### config.mk
export PLATFORM = sky130hd
export DESIGN_NAME = julia_pixel_writer_flat
export DESIGN_NICKNAME = d
export VERILOG_FILES = /design/src/rtl/julia_pkg.sv /design/src/rtl/julia_pixel_writer_if.sv /design/src/rtl/ms_timer.sv /design/src/rtl/julia_pixel_writer.sv /design/src/flat_wrapper.sv
export SDC_FILE = /design/constraint.sdc
export NUM_CORES = 1
export LEC_CHECK = 0
export CORE_MARGIN = 10
export CORE_UTILIZATION = 53
export DETAILED_ROUTE_END_ITERATION = 10
export GPL_TIMING_DRIVEN = 0
export PLACE_DENSITY = 0.88
export SLEW_MARGIN = 30
export SYNTH_ARGS = -nofsm -noshare
export SYNTH_HDL_FRONTEND = slang
export SYNTH_SLANG_ARGS = --single-unit
### constraint.sdc
create_clock -name clk -period 2.5 [get_ports clk]
set_input_delay 0.25 -clock clk [delete_from_list [all_inputs] [get_ports clk]]
set_output_delay 0.25 -clock clk [all_outputs]
set_load 0.01 [all_outputs]
### src/rtl/julia_pkg.sv
// Shared definitions for the Julia pixel writer.
// Contents: default raster size, pixel count, frame_ms ceiling, writer FSM state type and the
// iteration-count to RGB332 colour map.
// Optional build macro: JULIA_WRITER_GRAYSCALE_EN selects a grey ramp for out-of-set pixels.
package julia_pkg;

  localparam int unsigned H_RES_DEFAULT = 640;
  localparam int unsigned V_RES_DEFAULT = 480;
  localparam int unsigned NUM_PIXELS    = H_RES_DEFAULT * V_RES_DEFAULT;
  localparam int unsigned MS_MAX        = 1023;

  typedef enum logic [1:0] {
    IDLE = 2'd0,
    RUN  = 2'd1,
    DONE = 2'd2
  } state_e;

  // In-set pixels (count reached the limit) are black; num_iter = 0 blacks out every pixel.
  function automatic logic [7:0] colour_map(input logic [9:0] iter, input logic [9:0] limit);
    logic [7:0] c;
    if (iter >= limit) begin
      c = 8'h00;
    end else begin
`ifdef JULIA_WRITER_GRAYSCALE_EN
      c = {iter[7:5], iter[7:5], iter[7:6]};
`else
      c = {iter[2:0], iter[5:3], iter[7:6]};
`endif
    end
    return c;
  endfunction

endpackage

### src/rtl/julia_pixel_writer_if.sv
// Pixel handshake plus VGA pixel-buffer slave bus.
// Signals: pix_valid/pix_ready/pix_iter (solver -> writer), vga_address/vga_clken/
// vga_chipselect/vga_write/vga_writedata (writer -> buffer).
// Modports: master = the writer (drives the buffer bus, accepts pixels); slave = the far side.
interface julia_pixel_writer_if #(
  parameter int unsigned ADDR_W = 19
);
  logic              pix_valid;
  logic              pix_ready;
  logic [9:0]        pix_iter;
  logic [ADDR_W-1:0] vga_address;
  logic              vga_clken;
  logic              vga_chipselect;
  logic              vga_write;
  logic [7:0]        vga_writedata;

  modport master (
    input  pix_valid, pix_iter,
    output pix_ready, vga_address, vga_clken, vga_chipselect, vga_write, vga_writedata
  );

  modport slave (
    output pix_valid, pix_iter,
    input  pix_ready, vga_address, vga_clken, vga_chipselect, vga_write, vga_writedata
  );
endinterface

### src/rtl/ms_timer.sv
// Millisecond frame timer: a prescaler counting clk cycles and a 10-bit ms counter that
// saturates at 1023.
// Ports: clk, reset_n (async active-low), i_clear (zero both counters, wins over enable),
// i_enable (count this cycle), o_ms (elapsed milliseconds).
module ms_timer
  import julia_pkg::*;
#(
  parameter int unsigned CYCLES_PER_MS = 50000
) (
  input  logic       clk,
  input  logic       reset_n,
  input  logic       i_clear,
  input  logic       i_enable,
  output logic [9:0] o_ms
);

  localparam int unsigned PrescW = (CYCLES_PER_MS > 1) ? $clog2(CYCLES_PER_MS) : 1;
  localparam logic [PrescW-1:0] PrescLast = PrescW'(CYCLES_PER_MS - 1);
  localparam logic [9:0] MsMax = 10'(MS_MAX);

  logic [PrescW-1:0] r_presc;
  logic [9:0]        r_ms;

  always_ff @(posedge clk or negedge reset_n) begin
    if (!reset_n) begin
      r_presc <= '0;
      r_ms    <= '0;
    end else if (i_clear) begin
      r_presc <= '0;
      r_ms    <= '0;
    end else if (i_enable) begin
      if (r_presc == PrescLast) begin
        r_presc <= '0;
        if (r_ms != MsMax) r_ms <= r_ms + 10'd1;
      end else begin
        r_presc <= r_presc + 1'b1;
      end
    end
  end

  assign o_ms = r_ms;

endmodule

### src/rtl/julia_pixel_writer.sv
// Julia pixel writer: accepts raster-order iteration counts, colour-maps them and writes one
// RGB332 pixel per accepted count into the VGA pixel buffer, timing each frame in ms.
// Ports: clk, reset_n (async active-low), start (begin/restart frame), num_iter (iteration
// limit), bus (pixel handshake + buffer bus, master side), busy, frame_done (pulse with the
// final write), frame_ms (elapsed ms of current/last frame).
// Optional build macro: JULIA_WRITER_GRAYSCALE_EN (grey-ramp colour map, see julia_pkg).
// ADDR_W must satisfy 2**ADDR_W >= H_RES*V_RES.
module julia_pixel_writer
  import julia_pkg::*;
#(
  parameter int unsigned H_RES         = H_RES_DEFAULT,
  parameter int unsigned V_RES         = V_RES_DEFAULT,
  parameter int unsigned ADDR_W        = 19,
  parameter int unsigned CYCLES_PER_MS = 50000
) (
  input  logic                 clk,
  input  logic                 reset_n,
  input  logic                 start,
  input  logic [9:0]           num_iter,
  julia_pixel_writer_if.master bus,
  output logic                 busy,
  output logic                 frame_done,
  output logic [9:0]           frame_ms
);

  localparam logic [ADDR_W-1:0] LastPix = ADDR_W'(H_RES * V_RES - 1);

  state_e            r_state, w_state_d;
  logic [ADDR_W-1:0] r_pix_cnt;
  logic              r_vga_write;
  logic [ADDR_W-1:0] r_vga_address;
  logic [7:0]        r_vga_writedata;
  logic              r_frame_done;
  logic              w_xfer;
  logic              w_last;

  // start takes priority over a pending pixel, so no transfer happens on a restart cycle.
  assign bus.pix_ready = (r_state == RUN) & ~start;
  assign w_xfer        = bus.pix_valid & bus.pix_ready;
  assign w_last        = (r_pix_cnt == LastPix);

  always_comb begin
    w_state_d = r_state;
    case (r_state)
      IDLE:    if (start) w_state_d = RUN;
      RUN: begin
        if (start)                w_state_d = RUN;
        else if (w_xfer && w_last) w_state_d = DONE;
      end
      DONE:    if (start) w_state_d = RUN;
      default: w_state_d = IDLE;
    endcase
  end

  always_ff @(posedge clk or negedge reset_n) begin
    if (!reset_n) r_state <= IDLE;
    else          r_state <= w_state_d;
  end

  always_ff @(posedge clk or negedge reset_n) begin
    if (!reset_n) begin
      r_pix_cnt       <= '0;
      r_vga_write     <= 1'b0;
      r_vga_address   <= '0;
      r_vga_writedata <= '0;
      r_frame_done    <= 1'b0;
    end else begin
      r_vga_write  <= w_xfer;
      r_frame_done <= w_xfer & w_last;
      if (start) begin
        r_pix_cnt <= '0;
      end else if (w_xfer) begin
        r_pix_cnt <= w_last ? '0 : r_pix_cnt + 1'b1;
      end
      // Address and data hold between writes.
      if (w_xfer) begin
        r_vga_address   <= r_pix_cnt;
        r_vga_writedata <= colour_map(bus.pix_iter, num_iter);
      end
    end
  end

  assign bus.vga_clken      = 1'b1;
  assign bus.vga_write      = r_vga_write;
  assign bus.vga_chipselect = r_vga_write;
  assign bus.vga_address    = r_vga_address;
  assign bus.vga_writedata  = r_vga_writedata;
  assign busy               = (r_state == RUN);
  assign frame_done         = r_frame_done;

  ms_timer #(
    .CYCLES_PER_MS(CYCLES_PER_MS)
  ) u_ms_timer (
    .clk     (clk),
    .reset_n (reset_n),
    .i_clear (start),
    .i_enable(busy & ~start),
    .o_ms    (frame_ms)
  );

endmodule
### src/flat_wrapper.sv
// flat-port wrapper written by rule: the top's interface ports become plain ports
module julia_pixel_writer_flat import julia_pkg::*;
#(
  parameter int unsigned H_RES         = H_RES_DEFAULT,
  parameter int unsigned V_RES         = V_RES_DEFAULT,
  parameter int unsigned ADDR_W        = 19,
  parameter int unsigned CYCLES_PER_MS = 50000
)
  (clk, reset_n, start, num_iter, busy, frame_done, frame_ms, bus_pix_valid, bus_pix_iter, bus_pix_ready, bus_vga_address, bus_vga_clken, bus_vga_chipselect, bus_vga_write, bus_vga_writedata);
  julia_pixel_writer_if #(.ADDR_W(ADDR_W)) bus_i ();
  input  logic clk;
  input  logic reset_n;
  input  logic start;
  input  logic [9:0] num_iter;
  output logic busy;
  output logic frame_done;
  output logic [9:0] frame_ms;
  input wire logic [$bits(bus_i.pix_valid)-1:0] bus_pix_valid;
  input wire logic [$bits(bus_i.pix_iter)-1:0] bus_pix_iter;
  output wire logic [$bits(bus_i.pix_ready)-1:0] bus_pix_ready;
  output wire logic [$bits(bus_i.vga_address)-1:0] bus_vga_address;
  output wire logic [$bits(bus_i.vga_clken)-1:0] bus_vga_clken;
  output wire logic [$bits(bus_i.vga_chipselect)-1:0] bus_vga_chipselect;
  output wire logic [$bits(bus_i.vga_write)-1:0] bus_vga_write;
  output wire logic [$bits(bus_i.vga_writedata)-1:0] bus_vga_writedata;
  assign bus_i.pix_valid = bus_pix_valid;
  assign bus_i.pix_iter = bus_pix_iter;
  assign bus_pix_ready = bus_i.pix_ready;
  assign bus_vga_address = bus_i.vga_address;
  assign bus_vga_clken = bus_i.vga_clken;
  assign bus_vga_chipselect = bus_i.vga_chipselect;
  assign bus_vga_write = bus_i.vga_write;
  assign bus_vga_writedata = bus_i.vga_writedata;
  julia_pixel_writer #(.H_RES(H_RES), .V_RES(V_RES), .ADDR_W(ADDR_W), .CYCLES_PER_MS(CYCLES_PER_MS)) u_core (.clk(clk), .reset_n(reset_n), .start(start), .num_iter(num_iter), .bus(bus_i), .busy(busy), .frame_done(frame_done), .frame_ms(frame_ms));
endmodule
# --- After elaboration in Yosys (flattened, before gate mapping) ---
# Cells that the tools add are included.
word_totals:
  regBits: 76
  output_inout_bits: 43
op_classes:
  add_sub_neg: 3
  order_cmp: 1
  n_eq_ne: 7
  muxes: 15
  bitwise_logic: 4
  n_reduce_logical: 9
ops:
  columns: ["cell", "count"]
  rows:
  - ["two-way mux 19 bit", 3]
  - ["two-way mux 16 bit", 3]
  - ["two-way mux 10 bit", 4]
  - ["adder 19 x 1 -> 19 bit (second input constant)", 1]
  - ["equality test 19 bit (second input constant)", 1]
  - ["adder 16 x 1 -> 16 bit (second input constant)", 1]
  - ["equality test 16 bit (second input constant)", 1]
  - ["adder 10 x 1 -> 10 bit (second input constant)", 1]
  - [">= comparator 10 bit", 1]
  - ["inequality test 10 bit (second input constant)", 1]
  - ["two-way mux 8 bit", 1]
  - ["nonzero test 2 bit", 4]
  - ["two-way mux 2 bit", 3]
  - ["case mux 2 bit (2 select lines)", 1]
  - ["AND 1 bit", 3]
  - ["inequality test 3 x 2 -> 1 bit (second input constant)", 1]
  - ["AND reduction 3 bit", 1]
  - ["equality test 2 x 1 -> 1 bit (second input constant)", 1]
  - ["equality test 2 bit (second input constant)", 1]
  - ["logical NOT 2 bit", 1]
  - ["inequality test 2 x 1 -> 1 bit (second input constant)", 1]
  - ["AND reduction 2 bit", 1]
  - ["OR reduction 2 bit", 1]
  - ["logical AND 1 bit", 1]
  - ["inverter 1 bit", 1]

# --- Longest topological paths before layout ---
# Gate-level depths: netlist of run 1.
depth:
  ltp_word: 7
  mapped_depth: 10
  mapped_depth_nobuf: 9

# --- Hierarchy ---
# Synthesis of run 1 repeated with hierarchy kept, for this count alone.
unflattened:
  cells_unflattened: 429
  area_unflattened_um2: 4021.4
by_module_without_submodules:
  columns: ["mod", "instances", "cells_each", "area_each_um2"]
  rows:
  - ["julia_pixel_writer", 1, 273, 2544.9]
  - ["ms_timer", 1, 156, 1476.4]

# --- Worst setup path before layout of run 1 ---
# No wires, ideal clock.
synth_path:
  kind: "reg-to-reg"
  from: "register u_core.r_pix_cnt[0]"
  to: "register u_core.r_pix_cnt[3]"
  setup_time_ns: 0.121
  t_arrival_ns: 1.800
  t_required_ns: 2.379
  path_slack_ns: 0.579
  path_stages_with_launch: 7
  n_path_buf: 0
  synth_period_minus_slack_ns: 1.921
  path_cell_list: "dfrtp_1 -> ha_1 -> nand3_1 -> nor4_4 -> a31oi_4 -> a21o_1 -> a22o_1"
synth_between:
  elab_chain_len: 4
  word_cells_on_any_way: 5
  cone_classes: "add/sub (1); eq/ne (1); mux (3)"
synth_rtl:
  columns: ["item", "line", "text"]
  rows:
  - ["start, declared", "julia_pixel_writer.sv:29", "logic [ADDR_W-1:0] r_pix_cnt;"]
  - ["start signal, assigned", "julia_pixel_writer.sv:73", "r_pix_cnt <= w_last ? '0 : r_pix_cnt + 1'b1;"]
  - ["adder 19 x 1 -> 19 bit or equality test 19 bit (tied branches)", "julia_pixel_writer.sv:73, julia_pixel_writer.sv:40", null]
  - ["two-way mux 19 bit *", "julia_pixel_writer.sv:73", null]
  - ["two-way mux 19 bit *", "julia_pixel_writer.sv:72", "end else if (w_xfer) begin"]
  - ["two-way mux 19 bit *", "julia_pixel_writer.sv:70", "if (start) begin"]
# Mark *: on every way between the ends. The rest lies on a longest branch, timed or not. The select of a mux whose other input is x is not followed.
# A chain may end at the register's enable or synchronous reset.

# --- Final worst setup path of run 1 ---
layout_path:
  from: "register u_core.r_pix_cnt[0]"
  to: "register u_core.r_pix_cnt[7]"
# Same word-level chain as after synthesis.

==> flow_summary.ini, run 1 <==
[worst_setup_path]
reg2reg_slack_ns = 0.28
worst_setup_path_end_kind = flip-flop
worst_r2r_path_depth = 7
critPathLaunchType = flip-flop
critical_path.endpoint = u_core.r_pix_cnt[7]
reg2reg_launch_point = u_core.r_pix_cnt[0]
critPathLaunch = u_core.r_pix_cnt[0]
reg2reg_to = u_core.r_pix_cnt[7]
worstSetupPathType = flip-flop to flip-flop
critical_path.max_fanout = 10
timing.critical_path.arrival_ns = 2.44
worst_endpoint_required_time_ns = 2.73

[route]
route.vias.total = 3408
drt.antenna.violating_nets = 0
vias_per_cell = 5.633
detail_route.wirelength_mm = 9.182
drt-initial-drc-count = 280
drt_first_pass_iters = 5
remaining_drc_errors = 0
wl_per_cell_um = 15.18

[sta]
timing.fmax_ghz = 0.4513
fin_hold_ws_ns = 0.3549
rsz0062_at_grt = false
worst_pin_slew_ns = 0.6260
finalCriticalPeriod_ns = 2.216
final.setup_skew_ns = 0.006495
finalSetupTns_ns = 0
final_min_period_over_clock_period_pct = 88.63
setup_ws_ns = 0.2843
setup_violations = 0
relSlewSlack_pct = 58.11
hold_fails_final_rpt = 0
report.final.slew_viol_count = 0

[global_route]
global_route.overflow_total = 0
grt_start_max_net_pins = 52
initial_antenna_violation_count = 0
grt_pass1_vias = 3419
wire_length_of_the_first_global_routing_pass_mm = 15.84
groute.usage.overall_pct = 16.64

[power_and_ir_drop]
seq_power_share_pct = 51.4
combinational_power_share_pct = 12.5
netSwitchingPower_w = 0.0006274
power_frac_clock_pct = 36.0
total_power_w = 0.002551
total_leakage_power_nw = 2.210
netSwitchingFraction_pct = 24.59
vdd_ir_drop_max_v = 0.0003043
p_int_w = 0.001923
cellPowerDensity_nw_per_um2 = 514.4

[placed_design]
hpwl_mm = 6.815
port-buffer-count = 64
gpl.final_weighted_congestion = 0.9019
dpl_worst_slack_ns = 0.05755
place_area_um2 = 4755

[flow_run]
drv_cap = 0

[synthesis]
mappedNetlistNets = 461
synth.yosys.seq_area_share_pct = 47.96
synth_top_area_share_pct = 47.96
synth.distinct_cells = 55
netlist.top_cell.by_area = sky130_fd_sc_hd__dfrtp_1
synth-edff-count = 0
synth_seq_cells = 76
syn_area_um2 = 3965
ys_dominant_reg_cell = sky130_fd_sc_hd__dfrtp_1
synthTopCellsByArea = sky130_fd_sc_hd__dfrtp_1, sky130_fd_sc_hd__nand2_1, sky130_fd_sc_hd__ha_1
synthesis.area_per_instance_um2 = 9.352
cell_count_after_synthesis = 424
yosys_warnings = 0
postSynth.asyncResetShare_pct = 100.0

[cells_and_area]
design_area_um2 = 4959
ff_latch_area_um2 = 1902
antenna-diode-count = 0
fraction_of_final_layout_cells_sized_beyond_drive_strength_1_pct = 8.300
design.final.nets = 538
num-fill-cells = 596
mostFrequentLayoutCells = sky130_fd_sc_hd__nand2_1, sky130_fd_sc_hd__dfrtp_1, sky130_fd_sc_hd__clkdlybuf4s50_1
layout_commonest_cell = sky130_fd_sc_hd__nand2_1
area_growth_pct = 25.06
multiInputGateArea_um2 = 1884

[status]
status = completed

[clock_network]
cts.sinks = 76
cts_max_level = 3
insertion_delay_ns = 0.34
cts.root.buffer_cell = sky130_fd_sc_hd__clkbuf_8
postCtsSetupBuffers = 0
cts_resized = 0
clk_pin_slew_worst_paths_ns = 0.08
cts_buffer_depth = 2
tritoncts.num_buffers = 9
tritoncts = done

[floorplanning]
die_y_um = 106.5
start_util_pct = 54.67
dieWidth_um = 106.5
design.core.area_um2 = 7253
ios = 67
placement_rows = 31
floorplan.die_area_um2 = 11340

[worst_hold_path]
hold_path_class = input pin to flip-flop
==> timing repair <==
item | CTS | global route
hold buffers | 1 | 0
endpoints found under the hold margin | 25 | 0
setup endpoints to repair | 0 | 0
==> power by group through the flow <==
stage / Clock, W / Combinational, W / Sequential, W
floorplan: 0 / 0.000135 / 0.00134
global placement: 0 / 0.000310 / 0.00133
detailed placement: 0 / 0.000322 / 0.00133
CTS: 0.000940 / 0.000325 / 0.00131
global route: 0.000986 / 0.000357 / 0.00132
finish: 0.000919 / 0.000320 / 0.00131
==> worst min path at each step <==
stage / from / to / slack, ns / cells past startpoint
floorplan: reset_n / u_core.bus.vga_address[0] / -0.05 / 0
global placement: u_core.r_state[1] / u_core.r_state[0] / 0.45 / 1
detailed placement: reset_n / u_core.u_ms_timer.r_presc[14] / 0.19 / 1
CTS: start / u_core.u_ms_timer.o_ms[1] / 0.33 / 3
global route: start / u_core.u_ms_timer.o_ms[1] / 0.36 / 3
finish: start / u_core.u_ms_timer.o_ms[1] / 0.35 / 3
==> synth_stat cells (all sizes together) (6+ instances only) <==
| cell type | number |
|---|---|
| inv | 23 |
| nor3 | 17 |
| nor2 | 24 |
| buf | 10 |
| nand4 | 15 |
| o21ai | 20 |
| dfrtp | 76 |
| and3 | 9 |
| nand3 | 25 |
| ha | 13 |
| xor2 | 10 |
| nand2 | 80 |
| mux2i | 6 |
| a21oi | 18 |
| nor4 | 8 |
| clkbuf | 8 |
| a22o | 10 |
| xnor2 | 6 |
==> per-stage QoR <==
step	util (%)	instances
after CTS	68.36	605
after global placement	65.21	587
after floorplan	-	424
after detailed placement	65.55	588
after global routing	68.36	605
final	68.36	605
==> final cells by class <==
cell class,instances,area share [%]
Timing Repair Buffer,66,13.63
Sequential cell,76,38.35
Inverter,23,1.741
Buffer,18,1.867
Multi-Input combinational cell,307,38.00
Clock inverter,4,0.9841
Tap cell,99,2.498
Clock buffer,12,2.927
==> registers in the layout, summed over array words and instances (netlist names) <==
register	flops
u_core.bus.vga_address	19
u_core.r_pix_cnt	19
u_core.u_ms_timer.r_presc	16
u_core.bus.vga_chipselect	1
u_core.u_ms_timer.o_ms	10
u_core.r_state	2
u_core.bus.vga_writedata	8
u_core.frame_done	1
==> kinds of logic (layout without fill, tap and decap cells) <==
logic type | Yosys count | in the layout | synth area share [%]
buf+inv | 41 | 123 | 4.512
compound gates | 66 | 66 | 11.39
mux | 9 | 9 | 2.367
other cells | 1 | 1 | 0.09458
fa+ha+maj | 13 | 13 | 4.102
xor+xnor | 16 | 16 | 3.534
simple gates | 202 | 202 | 26.03
flops | 76 | 76 | 47.96
==> layer usage <==
layer / routed length, µm / track usage (%) / vias up / part of all wire [%]
met5: 0 / 0 / - / 0
met4: 131 / 6.963 / 0 / 1.4
met3: 720 / 5.556 / 12 / 7.8
met2: 4378 / 26.90 / 114 / 48
met1: 3951 / 19.91 / 1644 / 43
li1: - / - / 1638 / -
==> worst max-delay path, stage by stage (launching register included) <==
cell	delay, ns
sky130_fd_sc_hd__dfrtp_1	0.46
sky130_fd_sc_hd__ha_1	0.25
sky130_fd_sc_hd__nand3_1	0.19
sky130_fd_sc_hd__nor4_4	0.55
sky130_fd_sc_hd__a31oi_4	0.23
sky130_fd_sc_hd__buf_6	0.20
sky130_fd_sc_hd__a21oi_1	0.16
sky130_fd_sc_hd__a21oi_1	0.06
No activity file was read; power rests on OpenSTA's default activity.
==> inputs of run 2 (changes only) <==
--- a/config.mk
+++ b/config.mk
@@ -5,11 +5,13 @@
 export SDC_FILE = /design/constraint.sdc
 export NUM_CORES = 1
 export LEC_CHECK = 0
+export ABC_CLOCK_PERIOD_IN_PS = 2500
 export CORE_MARGIN = 10
 export CORE_UTILIZATION = 53
 export DETAILED_ROUTE_END_ITERATION = 10
 export GPL_TIMING_DRIVEN = 0
 export PLACE_DENSITY = 0.88
+export SETUP_SLACK_MARGIN = 0.5
 export SLEW_MARGIN = 30
 export SYNTH_ARGS = -nofsm -noshare
 export SYNTH_HDL_FRONTEND = slang
==> run 2 against run 1 <==
Effect of this change:
- critical path depth grew 1
- design area increased by 3.3%
- sequential power hardly changed
- largest power group unchanged
- count of clock-buffer cells in the layout did not move
- core utilization rose by 2.3 points
- largest cell class is now multi-input gates
- power grew 0.94%
- setup slack better by 0.28 ns
- hold slack worse by 0.0037 ns
- fmax up 15%
- combinational power grew 6%
- non-clock buffer count is 11 higher
- first-iteration DRC count grew 7.9%
==> flow_summary.ini, run 2 (same netlist as run 1, synthesis figures left out) <==
[global_route]
grt_pass1_vias = 3498
global_route.overflow_total = 0
groute.usage.overall_pct = 17.02
wire_length_of_the_first_global_routing_pass_mm = 16.21
initial_antenna_violation_count = 0
grt_start_max_net_pins = 52

[route]
route.vias.total = 3495
drt-initial-drc-count = 302
drt_first_pass_iters = 5
detail_route.wirelength_mm = 9.633
vias_per_cell = 5.674
remaining_drc_errors = 0
drt.antenna.violating_nets = 0
wl_per_cell_um = 15.64

[worst_setup_path]
worst_setup_path_end_kind = flip-flop
cp_slowest_cell = sky130_fd_sc_hd__dfrtp_1
timing.critical_path.max_delay_family = simple AND/OR/NAND/NOR gates
critical_path.max_fanout = 9
timing.critical_path.arrival_ns = 2.19
timing.critical_path.cells = ha_2, and3_1, buf_2, and4_1, buf_4, nand2b_4, o31a_1, a31oi_1
worstSetupPathType = flip-flop to flip-flop
worst_endpoint_required_time_ns = 2.76
max_stage_delay_on_crit_path_ns = 0.39
worstPathBufferInverterCount = 2
critPathLaunchType = flip-flop

[cells_and_area]
mostFrequentLayoutCells = sky130_fd_sc_hd__nand2_1, sky130_fd_sc_hd__dfrtp_1, sky130_fd_sc_hd__clkdlybuf4s50_1
finish.utilization_pct = 70.64
design_area_um2 = 5124
layout_commonest_cell = sky130_fd_sc_hd__nand2_1
antenna-diode-count = 0
area_growth_pct = 29.22
design.final.nets = 549
fraction_of_final_layout_cells_sized_beyond_drive_strength_1_pct = 13.35
num-fill-cells = 556

[flow_run]
drv_cap = 0

[clock_network]
tritoncts.num_buffers = 9
cts_buffer_depth = 2
clk_pin_slew_worst_paths_ns = 0.08
cts.root.buffer_cell = sky130_fd_sc_hd__clkbuf_8
tritoncts = done
cts.sinks = 76
cts_max_level = 3
insertion_delay_ns = 0.34

[floorplanning]
die_y_um = 106.5
placement_rows = 31
ios = 67
floorplan.die_area_um2 = 11340
dieWidth_um = 106.5
start_util_pct = 54.67
design.core.area_um2 = 7253

[power_and_ir_drop]
seq_power_share_pct = 50.9
netSwitchingPower_w = 0.0006394
p_int_w = 0.001935
total_leakage_power_nw = 2.284
power_frac_clock_pct = 35.9
vdd_ir_drop_max_v = 0.0003051
combinational_power_share_pct = 13.2
netSwitchingFraction_pct = 24.83
cellPowerDensity_nw_per_um2 = 502.5

[placed_design]
hpwl_mm = 6.815
place_area_um2 = 4755
port-buffer-count = 64
gpl.final_weighted_congestion = 0.9019

[sta]
finalCriticalPeriod_ns = 1.934
worst_pin_slew_ns = 0.6500
final_min_period_over_clock_period_pct = 77.35
report.final.slew_viol_count = 0
hold_fails_final_rpt = 0
setup_violations = 0
timing.fmax_ghz = 0.5172
rsz0062_at_grt = true
relSlewSlack_pct = 56.50
final.setup_skew_ns = 0.008156

[status]
status = completed

[worst_hold_path]
hold_path_class = input pin to flip-flop
-- run 2: cell types whose count changed in the layout (fill, tap and decap cells not counted), sizes merged --
cell           before  now
buf                12   23
dlygate4sd2         0    1
clkdlybuf4s50      63   62
-- run 2: final cells by class --
| cell class | instances | area [µm²] | area share (%) |
|---|---|---|---|
| clock buffer | 12 | 145.1 | 2.833 |
| timing repair buffer | 77 | 757.0 | 14.77 |
| sequential | 76 | 1904 | 37.17 |
| tap | 99 | 123.9 | 2.418 |
| buffer | 18 | 101.3 | 1.978 |
| clock inverter | 4 | 48.80 | 0.9524 |
| multi-input combinational | 307 | 1954 | 38.14 |
| inverter | 23 | 88.84 | 1.734 |
-- run 2: worst paths after layout --
kind / startpoint / to / slack, ns / cells past startpoint
min in group asynchronous: reset_n / u_core.u_ms_timer.r_presc[0] / 0.37 / 2
setup reg to reg: u_core.u_ms_timer.r_presc[0] / u_core.u_ms_timer.r_presc[14] / 0.57 / 8
hold / removal: start / u_core.u_ms_timer.o_ms[1] / 0.35 / 3
setup / recovery: u_core.u_ms_timer.r_presc[0] / u_core.u_ms_timer.r_presc[14] / 0.57 / 8
max in group asynchronous: reset_n / u_core.r_state[1] / 1.58 / 3
hold reg to reg: u_core.bus.vga_address[1] / u_core.bus.vga_address[1] / 0.47 / 2
-- run 2: what timing repair did --
action,in CTS,in global routing
buffers inserted,8,3
cloned,0,0
resized for setup,7,20
hold buffers,1,0
pin swaps,4,2
setup endpoints to repair,34,44
endpoints found under the hold margin,25,0
-- run 2: through the flow --
step / hold WS, ns / cells / setup slack [ns] / total power [W] / setup TNS [ns]
2_1_floorplan: -0.04559 / 424 / 0.5790 / 0.001476 / 0
3_3_place_gp: 0.4534 / 587 / -1.376 / 0.001641 / -104.33
3_5_place_dp: 0.1887 / 588 / 0.05755 / 0.001656 / 0
4_1_cts: 0.3347 / 613 / 0.5101 / 0.002581 / 0
5_1_grt: 0.3655 / 616 / 0.4542 / 0.002680 / 0
6_report: 0.3512 / 616 / 0.5663 / 0.002575 / 0
-- run 2: tightest hold or removal path: stages --
cell                      delay [ns]
sky130_fd_sc_hd__buf_2          0.16
sky130_fd_sc_hd__nor2b_1        0.11
sky130_fd_sc_hd__mux2_2         0.14
-- run 2: power by group through the flow --
stage / sequential (W) / clock [W] / combinational, W
after detailed placement: 0.00133 / 0 / 0.000322
after global placement: 0.00133 / 0 / 0.000310
final: 0.00131 / 0.000925 / 0.000339
after global routing: 0.00132 / 0.000986 / 0.000377
after CTS: 0.00131 / 0.000940 / 0.000331
after floorplan: 0.00134 / 0 / 0.000135
-- run 2: layer usage --
metal / track usage [%] / part of all wire [%] / vias to the layer above / wire (µm)
met5: 0 / 0 / - / 0
met1: 20.24 / 42 / 1678 / 4036
met4: 7.157 / 1.6 / 0 / 157
li1: - / - / 1662 / -
met2: 27.65 / 48 / 139 / 4617
met3: 5.676 / 8.5 / 16 / 820
